`src/rtl/rv_ctrl_pkg.sv`:
```
// Shared control definitions for the RV32I memory-access controller:
// opcode constants, FSM state encoding and a memory-opcode helper.
package rv_ctrl_pkg;

    localparam logic [6:0] OP_LOAD  = 7'b0000011;
    localparam logic [6:0] OP_STORE = 7'b0100011;

    typedef enum logic [1:0] {
        IDLE = 2'd0,
        WAIT = 2'd1,
        DONE = 2'd2
    } state_t;

    function automatic logic is_mem_opcode(input logic [6:0] op);
        return (op == OP_LOAD) || (op == OP_STORE);
    endfunction

endpackage

```
`src/rtl/wait_counter.sv`:
```
// Loadable up/down wait counter with a terminal-match flag; counts down
// for fixed latencies and up toward the timeout in ready mode.
module wait_counter #(
    parameter int CNT_W = 8
) (
    input  logic             clk,
    input  logic             rst,
    input  logic             load,
    input  logic [CNT_W-1:0] load_val,
    input  logic             step,
    input  logic             up,
    input  logic [CNT_W-1:0] term_val,
    output logic             at_term
);

    logic [CNT_W-1:0] cnt;

    always_ff @(posedge clk) begin
        if (rst) begin
            cnt <= '0;
        end else if (load) begin
            cnt <= load_val;
        end else if (step) begin
            cnt <= up ? cnt + CNT_W'(1) : cnt - CNT_W'(1);
        end
    end

    assign at_term = (cnt == term_val);

endmodule

```
`src/rtl/mem_access_ctrl.sv`:
```
// Holds the PC and gates register writeback while an RV32I load/store completes.
// Define MEM_ACCESS_PERF_EN to add the stall_cycles / access_count counters.
module mem_access_ctrl
    import rv_ctrl_pkg::*;
#(
    parameter int LOAD_LAT  = 2,
    parameter int STORE_LAT = 1,
    parameter int USE_READY = 0,
    parameter int MAX_WAIT  = 64,
    parameter int CNT_W     = 8
) (
    input  logic        clk,
    input  logic        rst,
    input  logic [6:0]  opcode,
    input  logic        inst_valid,
    input  logic        mem_ready,
    output logic        pc_enable,
    output logic        reg_write_gate,
    output logic        mem_req,
    output logic        mem_we,
    output logic        busy,
    output logic        bus_err
`ifdef MEM_ACCESS_PERF_EN
    ,
    output logic [31:0] stall_cycles,
    output logic [31:0] access_count
`endif
);

    localparam logic [CNT_W-1:0] LOAD_CNT  = CNT_W'(LOAD_LAT);
    localparam logic [CNT_W-1:0] STORE_CNT = CNT_W'(STORE_LAT);
    localparam logic [CNT_W-1:0] TERM_CNT  = (USE_READY != 0) ? CNT_W'(MAX_WAIT - 1) : '0;

    state_t           state;
    logic             is_store;
    logic             mem_op;
    logic             op_store;
    logic [CNT_W-1:0] lat;
    logic             cnt_load;
    logic [CNT_W-1:0] cnt_val;
    logic             cnt_step;
    logic             at_term;

    assign mem_op   = inst_valid && is_mem_opcode(opcode);
    assign op_store = (opcode == OP_STORE);
    assign lat      = op_store ? STORE_CNT : LOAD_CNT;

    // Fixed mode loads L-1 and counts down to 0; ready mode counts up from 0 to the timeout.
    assign cnt_load = (state == IDLE) && mem_op;
    assign cnt_val  = (USE_READY != 0) ? '0 : lat - CNT_W'(1);
    assign cnt_step = (state == WAIT) && !at_term && !((USE_READY != 0) && mem_ready);

    wait_counter #(.CNT_W(CNT_W)) u_wait_counter (
        .clk      (clk),
        .rst      (rst),
        .load     (cnt_load),
        .load_val (cnt_val),
        .step     (cnt_step),
        .up       (USE_READY != 0),
        .term_val (TERM_CNT),
        .at_term  (at_term)
    );

    always_ff @(posedge clk) begin
        if (rst) begin
            state    <= IDLE;
            is_store <= 1'b0;
            bus_err  <= 1'b0;
        end else begin
            case (state)
                IDLE: begin
                    if (mem_op) begin
                        is_store <= op_store;
                        state    <= ((USE_READY == 0) && (lat == '0)) ? DONE : WAIT;
                    end
                end
                WAIT: begin
                    if (USE_READY != 0) begin
                        if (mem_ready) begin
                            state <= DONE;
                        end else if (at_term) begin
                            bus_err <= 1'b1;
                            state   <= DONE;
                        end
                    end else if (at_term) begin
                        state <= DONE;
                    end
                end
                DONE:    state <= IDLE;
                default: state <= IDLE;
            endcase
        end
    end

    // IDLE issue is combinational so non-memory ops advance in a single cycle.
    always_comb begin
        pc_enable      = 1'b0;
        reg_write_gate = 1'b0;
        mem_req        = 1'b0;
        mem_we         = 1'b0;
        busy           = 1'b0;
        if (!rst) begin
            busy = (state != IDLE);
            case (state)
                IDLE: begin
                    if (mem_op) begin
                        mem_req = 1'b1;
                        mem_we  = op_store;
                    end else if (inst_valid) begin
                        pc_enable      = 1'b1;
                        reg_write_gate = 1'b1;
                    end
                end
                DONE: begin
                    pc_enable      = 1'b1;
                    reg_write_gate = !is_store;
                end
                default: ;
            endcase
        end
    end

`ifdef MEM_ACCESS_PERF_EN
    always_ff @(posedge clk) begin
        if (rst) begin
            stall_cycles <= '0;
            access_count <= '0;
        end else begin
            if (busy && !pc_enable && (stall_cycles != '1))
                stall_cycles <= stall_cycles + 32'd1;
            if (mem_req && (access_count != '1))
                access_count <= access_count + 32'd1;
        end
    end
`endif

endmodule
```
`config.mk`:
```
export PLATFORM = sky130hd
export DESIGN_NAME = mem_access_ctrl
export DESIGN_NICKNAME = d
export VERILOG_FILES = /design/src/rtl/rv_ctrl_pkg.sv /design/src/rtl/wait_counter.sv /design/src/rtl/mem_access_ctrl.sv
export SDC_FILE = /design/constraint.sdc
export NUM_CORES = 1
export LEC_CHECK = 0
export CELL_PAD_IN_SITES_DETAIL_PLACEMENT = 2
export CELL_PAD_IN_SITES_GLOBAL_PLACEMENT = 2
export CORE_MARGIN = 4
export CORE_UTILIZATION = 38
export CTS_BUF_LIST = sky130_fd_sc_hd__clkbuf_4
export DETAILED_ROUTE_END_ITERATION = 7
export DONT_BUFFER_PORTS = 1
export GPL_TIMING_DRIVEN = 0
export PLACE_DENSITY_LB_ADDON = 0.15
export SETUP_SLACK_MARGIN = 0.3
export SYNTH_ARGS = -nofsm -noshare
export SYNTH_HDL_FRONTEND = slang
export SYNTH_SLANG_ARGS = --single-unit
```
`constraint.sdc`:
```
create_clock -name clk -period 3.7 [get_ports clk]
set_clock_uncertainty 0.15 [all_clocks]
set_input_delay 0.37 -clock clk [delete_from_list [all_inputs] [get_ports clk]]
set_output_delay 0.37 -clock clk [all_outputs]
set_load 0.005 [all_outputs]
```
# ---- Yosys cells after proc, flatten, opt, wreduce, memory -nomap -nowiden
# Index checks and enable logic that the tools add are counted.
dict set report op_classes {
  eq_ne 6
  n_addsub 2
  n_reduce_logical 13
  n_mux 20
}
# cell n
set op_table {}
lappend op_table {{$logic_not 8->1} 2}
lappend op_table {{$mux 8} 2}
lappend op_table {{$mux 1} 11}
lappend op_table {{$mux 2} 4}
lappend op_table {{$sub 8x1->8 const B} 1}
lappend op_table {{$eq 7x2->1 const B} 1}
lappend op_table {{$eq 7x6->1 const B} 1}
lappend op_table {{$ne 2x2->1 const B} 2}
lappend op_table {{$pmux 1 s2} 2}
lappend op_table {{$pmux 2 s2} 1}
lappend op_table {{$reduce_and 2->1} 2}
lappend op_table {{$reduce_bool 2->1} 2}
lappend op_table {{$logic_and 1x1->1} 3}
lappend op_table {{$sub 2x1->3 const B} 1}
lappend op_table {{$eq 2x1->1 const B} 1}
lappend op_table {{$eq 2x2->1 const B} 1}
lappend op_table {{$logic_not 1->1} 2}
lappend op_table {{$logic_not 2->1} 1}
lappend op_table {{$logic_or 1x1->1} 1}
dict set report totals {
  register_bits 11
  output_inout_bits 6
  inputBits 11
  wordCells 44
}

# ---- Logic depth before layout (Yosys ltp)
dict set report depth {
  word_depth 6
  depth_mapped 6
  depth_no_buf 6
}

# ---- Hierarchy
# A second synthesis with hierarchy kept.
dict set report unflattened {
  cells_unflattened 126
  hier_area_um2 1021.0
}
# mod cells_each seq_area_each_um2 instances area_per_inst_um2
set by_module_without_submodules {}
lappend by_module_without_submodules {wait_counter 98 160.2 1 789.5}
lappend by_module_without_submodules {mem_access_ctrl 28 60.1 1 231.5}

# ---- Worst setup path after synthesis
# OpenSTA, ideal clock, no wires.
dict set report synth_timing {
  path_type {register -> register}
  startpoint {reg u_wait_counter.cnt[0]}
  endpoint {reg u_wait_counter.cnt[5]}
  path_slack_ns 1.932
  required_time_ns 3.480
  path_stages_with_launch 7
  synth_period_minus_slack_ns 1.768
  path_buffers 0
  setup_time_ns 0.070
  arrival_ns 1.548
  cell_sequence {dfxtp_1 inv_1 ha_1 or3b_2 o21ai_1 or4_1 a21oi_1}
}
dict set report synth_between {
  elab_chain_cells 4
  elab_cells_between_ends 7
  cone_classes {add/sub (1); mux (2); reduce/logical (4)}
}
# element line_no
set synth_lines {}
lappend synth_lines {{start: declaration} wait_counter.sv:16} ;# logic [CNT_W-1:0] cnt;
lappend synth_lines {{start signal: assignment} wait_counter.sv:22} ;# cnt <= load_val;
lappend synth_lines {{start signal: assignment} wait_counter.sv:24} ;# cnt <= up ? cnt + CNT_W'(1) : cnt - CNT_W'(1);
lappend synth_lines {{branches (longest 4 deep; another with $sub 8x1->8)} n/a}
# Parallel ways; which one is timed is not known. The select of a mux whose other input is x is not followed.
# A chain may end at the register's enable or synchronous reset.

# ---- Worst setup path after layout
# Ends and elaborated chain as after synthesis.

==> summary.txt <==
Outcome
  • Status: finished clean

Route
  • Drt drc: 0
  • Drt first pass iters: 4
  • Routed WL: 1.58 mm
  • Post-route ant nets: 0
  • DR vias: 548
  • Wire per inst: 17.0 um
  • DR iter-0 viols: 6
  • Vias/cell: 5.89

Synth
  • Seq/Total Area, Yosys: 36.0%
  • Ys flop type: dfxtp_1
  • Syn Inst Count: 73
  • Synth warn: 0
  • Post-Syn Nets: 86
  • Syn avg cell area: 8.38 um^2
  • Synth async-reset ratio: 0%
  • Cell area after synthesis: 612 um^2
  • Post-synth EDFFs: 0
  • FF+latch count, synth: 11
  • Count of different cell masters after synthesis: 34

Die
  • Io pins: 17
  • Die area: 2320 um^2
  • Initial Util: 40.6%
  • Die Ht: 48.1 um
  • Core area: 1510 um^2
  • Row count: 14
  • Die width: 48.1 um

Worst setup path
  • CP Capture Type: register
  • Critical Path Slowest Stage Cell: or4_1
  • WP buf/inv: 1
  • CP Launch Type: register
  • Delay-heaviest family, CP: simple AND/OR/NAND/NOR gates
  • Worst Path Arrival: 2.07 ns
  • CP cell instances: inv_1 -> ha_1 -> or3b_2 -> o21ai_1 -> or4_1 -> a21oi_1
  • Crit path kind: reg -> reg
  • Crit-path max cell delay: 0.49 ns
  • CP max FO: 6
  • WP data required: 3.75 ns

Clock tree
  • Clock latency on the worst-skew pair: 0.26 ns
  • Hold_buf cts: 0
  • CTS tree: built
  • CTS Sinks: 11
  • Num CTS Buffers: 3
  • CTS resizes: 0
  • Setup bufs post-CTS: 0
  • CTS root buffer: clkbuf_4
  • Maximum clock insertion buffer count: 2
  • Reg clk slew, reported paths: 0.07 ns
  • H-tree depth: 1

Power
  • Sw Pwr: 46.9 uW
  • Leak: 0.233 nW
  • Max rail drop VDD: 0.138 mV
  • Switching Share: 21.5%
  • Combinational Power Share: 3.8%
  • Pwr/cell area: 329 nW/um^2
  • Clock share of power: 41.7%
  • Reg power frac: 54.5%
  • Pint: 171 uW

STA
  • Setup TNS: 0 ns
  • Setup Viol. Count Final: 0
  • Unrepaired setup endpoints after global routing: false
  • Worst Max-Slew Pin Slew: 0.512 ns
  • Post-layout minimum cycle time: 2.02 ns
  • Achievable frequency: 496 MHz
  • Final period util: 54.5%
  • Final Hold Viols: 0
  • Max-slew violations: 0
  • Relative slew margins: 65.9%

Final layout
  • Layout cells sized above 1: 9.09%
  • Filler cells: 183
  • Ant. Diodes: 0
  • Area Overhead vs Synth: 8.18%
  • Net count, final: 91
  • Fin util: 43.9%

Global route
  • GRT Resource Usage Total: 16.5%
  • Initial antenna violation count: 0
  • Vias in the first global route: 585
  • Global route overflow: 0
  • First-pass GRT wire length: 2.59 mm
  • Largest net degree at the start of global routing: 10

Place
  • IO Port Bufs: 0
  • Final RePlAce weighted congestion: 0.746
  • Detailed-placement wirelength estimate: 1.24 mm

Flow run
  • Number of max-cap violations: 0

Hold path
  • Tightest Hold Check Type: in -> reg
## path summary, 6_finish.rpt
check	from	endpoint	slack, ns	cells past startpoint
setup / recovery	u_wait_counter.cnt[0]	u_wait_counter.cnt[5]	1.68	6
hold / removal	opcode[5]	is_store	0.07	1
setup reg to reg	u_wait_counter.cnt[0]	u_wait_counter.cnt[5]	1.68	6
hold reg to reg	is_store	is_store	0.31	2
## sequential cells by signal (all words and copies together), names as in the netlist
signal / count
u_wait_counter.cnt: 8
state: 2
is_store: 1
## kinds of logic (layout without fill, tap and decap cells)
kind of cell    after synthesis  after routing  synth area share, %
flops                        11             11                 36.0
other cells                   1              1                0.613
buf+inv                       8             12                 5.52
xor+xnor                      4              4                 5.73
fa+ha+maj                     2              2                 4.09
compound gates               16             16                 17.2
simple gates                 31             31                 30.9
## cells in the mapped netlist, types with 2 or more instances
cell type	n	area (um^2)
dfxtp_1	11	220
nor2_1	9	33.8
a21oi_1	5	25.0
inv_1	5	18.8
nor3_1	3	15.0
a211oi_1	2	15.0
a31oi_1	2	12.5
clkbuf_1	2	7.51
ha_1	2	25.0
nand2b_1	2	12.5
nand4_1	2	12.5
nor4_1	2	12.5
nor4b_1	2	17.5
or4_1	2	15.0
xnor2_1	2	17.5
xor2_1	2	17.5
## final cells by class
class | count | area [um^2] | share of cell area (%)
Buffer | 3 | 15.0 | 2.27
Clock buffer | 4 | 30.0 | 4.54
Inverter | 5 | 18.8 | 2.84
Multi-Input combinational cell | 54 | 358 | 54.1
Sequential cell | 11 | 220 | 33.3
Tap cell | 16 | 20.0 | 3.02
## stage by stage
stage               worst slack, ns  power [mW]  cell area (um^2)  cells  hold WS (ns)
detailed placement             1.70       0.130               632     89         0.310
finish                         1.68       0.218               662     93        0.0742
global route                   1.51       0.230               662     93        0.0731
global placement               1.78       0.130               632     89         0.297
CTS                            1.68       0.221               662     93        0.0706
floorplan                      1.93       0.128               612     73         0.273
## power groups by stage
stage                     Sequential, mW  Clock [mW]  Combinational, mW
final                              0.119      0.0908            0.00834
after global routing               0.119       0.101            0.00960
after CTS                          0.119      0.0935            0.00845
after detailed placement           0.121           0            0.00847
after global placement             0.121           0            0.00843
after floorplan                    0.121           0            0.00694
## cell usage in the layout, fill, tap and decap left out, types with 3 or more instances in the layout
master | netlist | layout
a21oi_1 | 5 | 5
clkbuf_4 | 0 | 4
dfxtp_1 | 11 | 11
inv_1 | 5 | 5
nor2_1 | 9 | 9
nor3_1 | 3 | 3
## per-layer routing
layer	vias to the layer above	share of wire, %	global-route usage [%]
li1	272	-	-
met1	261	45	20.0
met2	13	49	26.6
met3	2	4.4	4.43
met4	0	0.82	8.06
met5	-	0	0
Power figures use the tool's default switching activity.
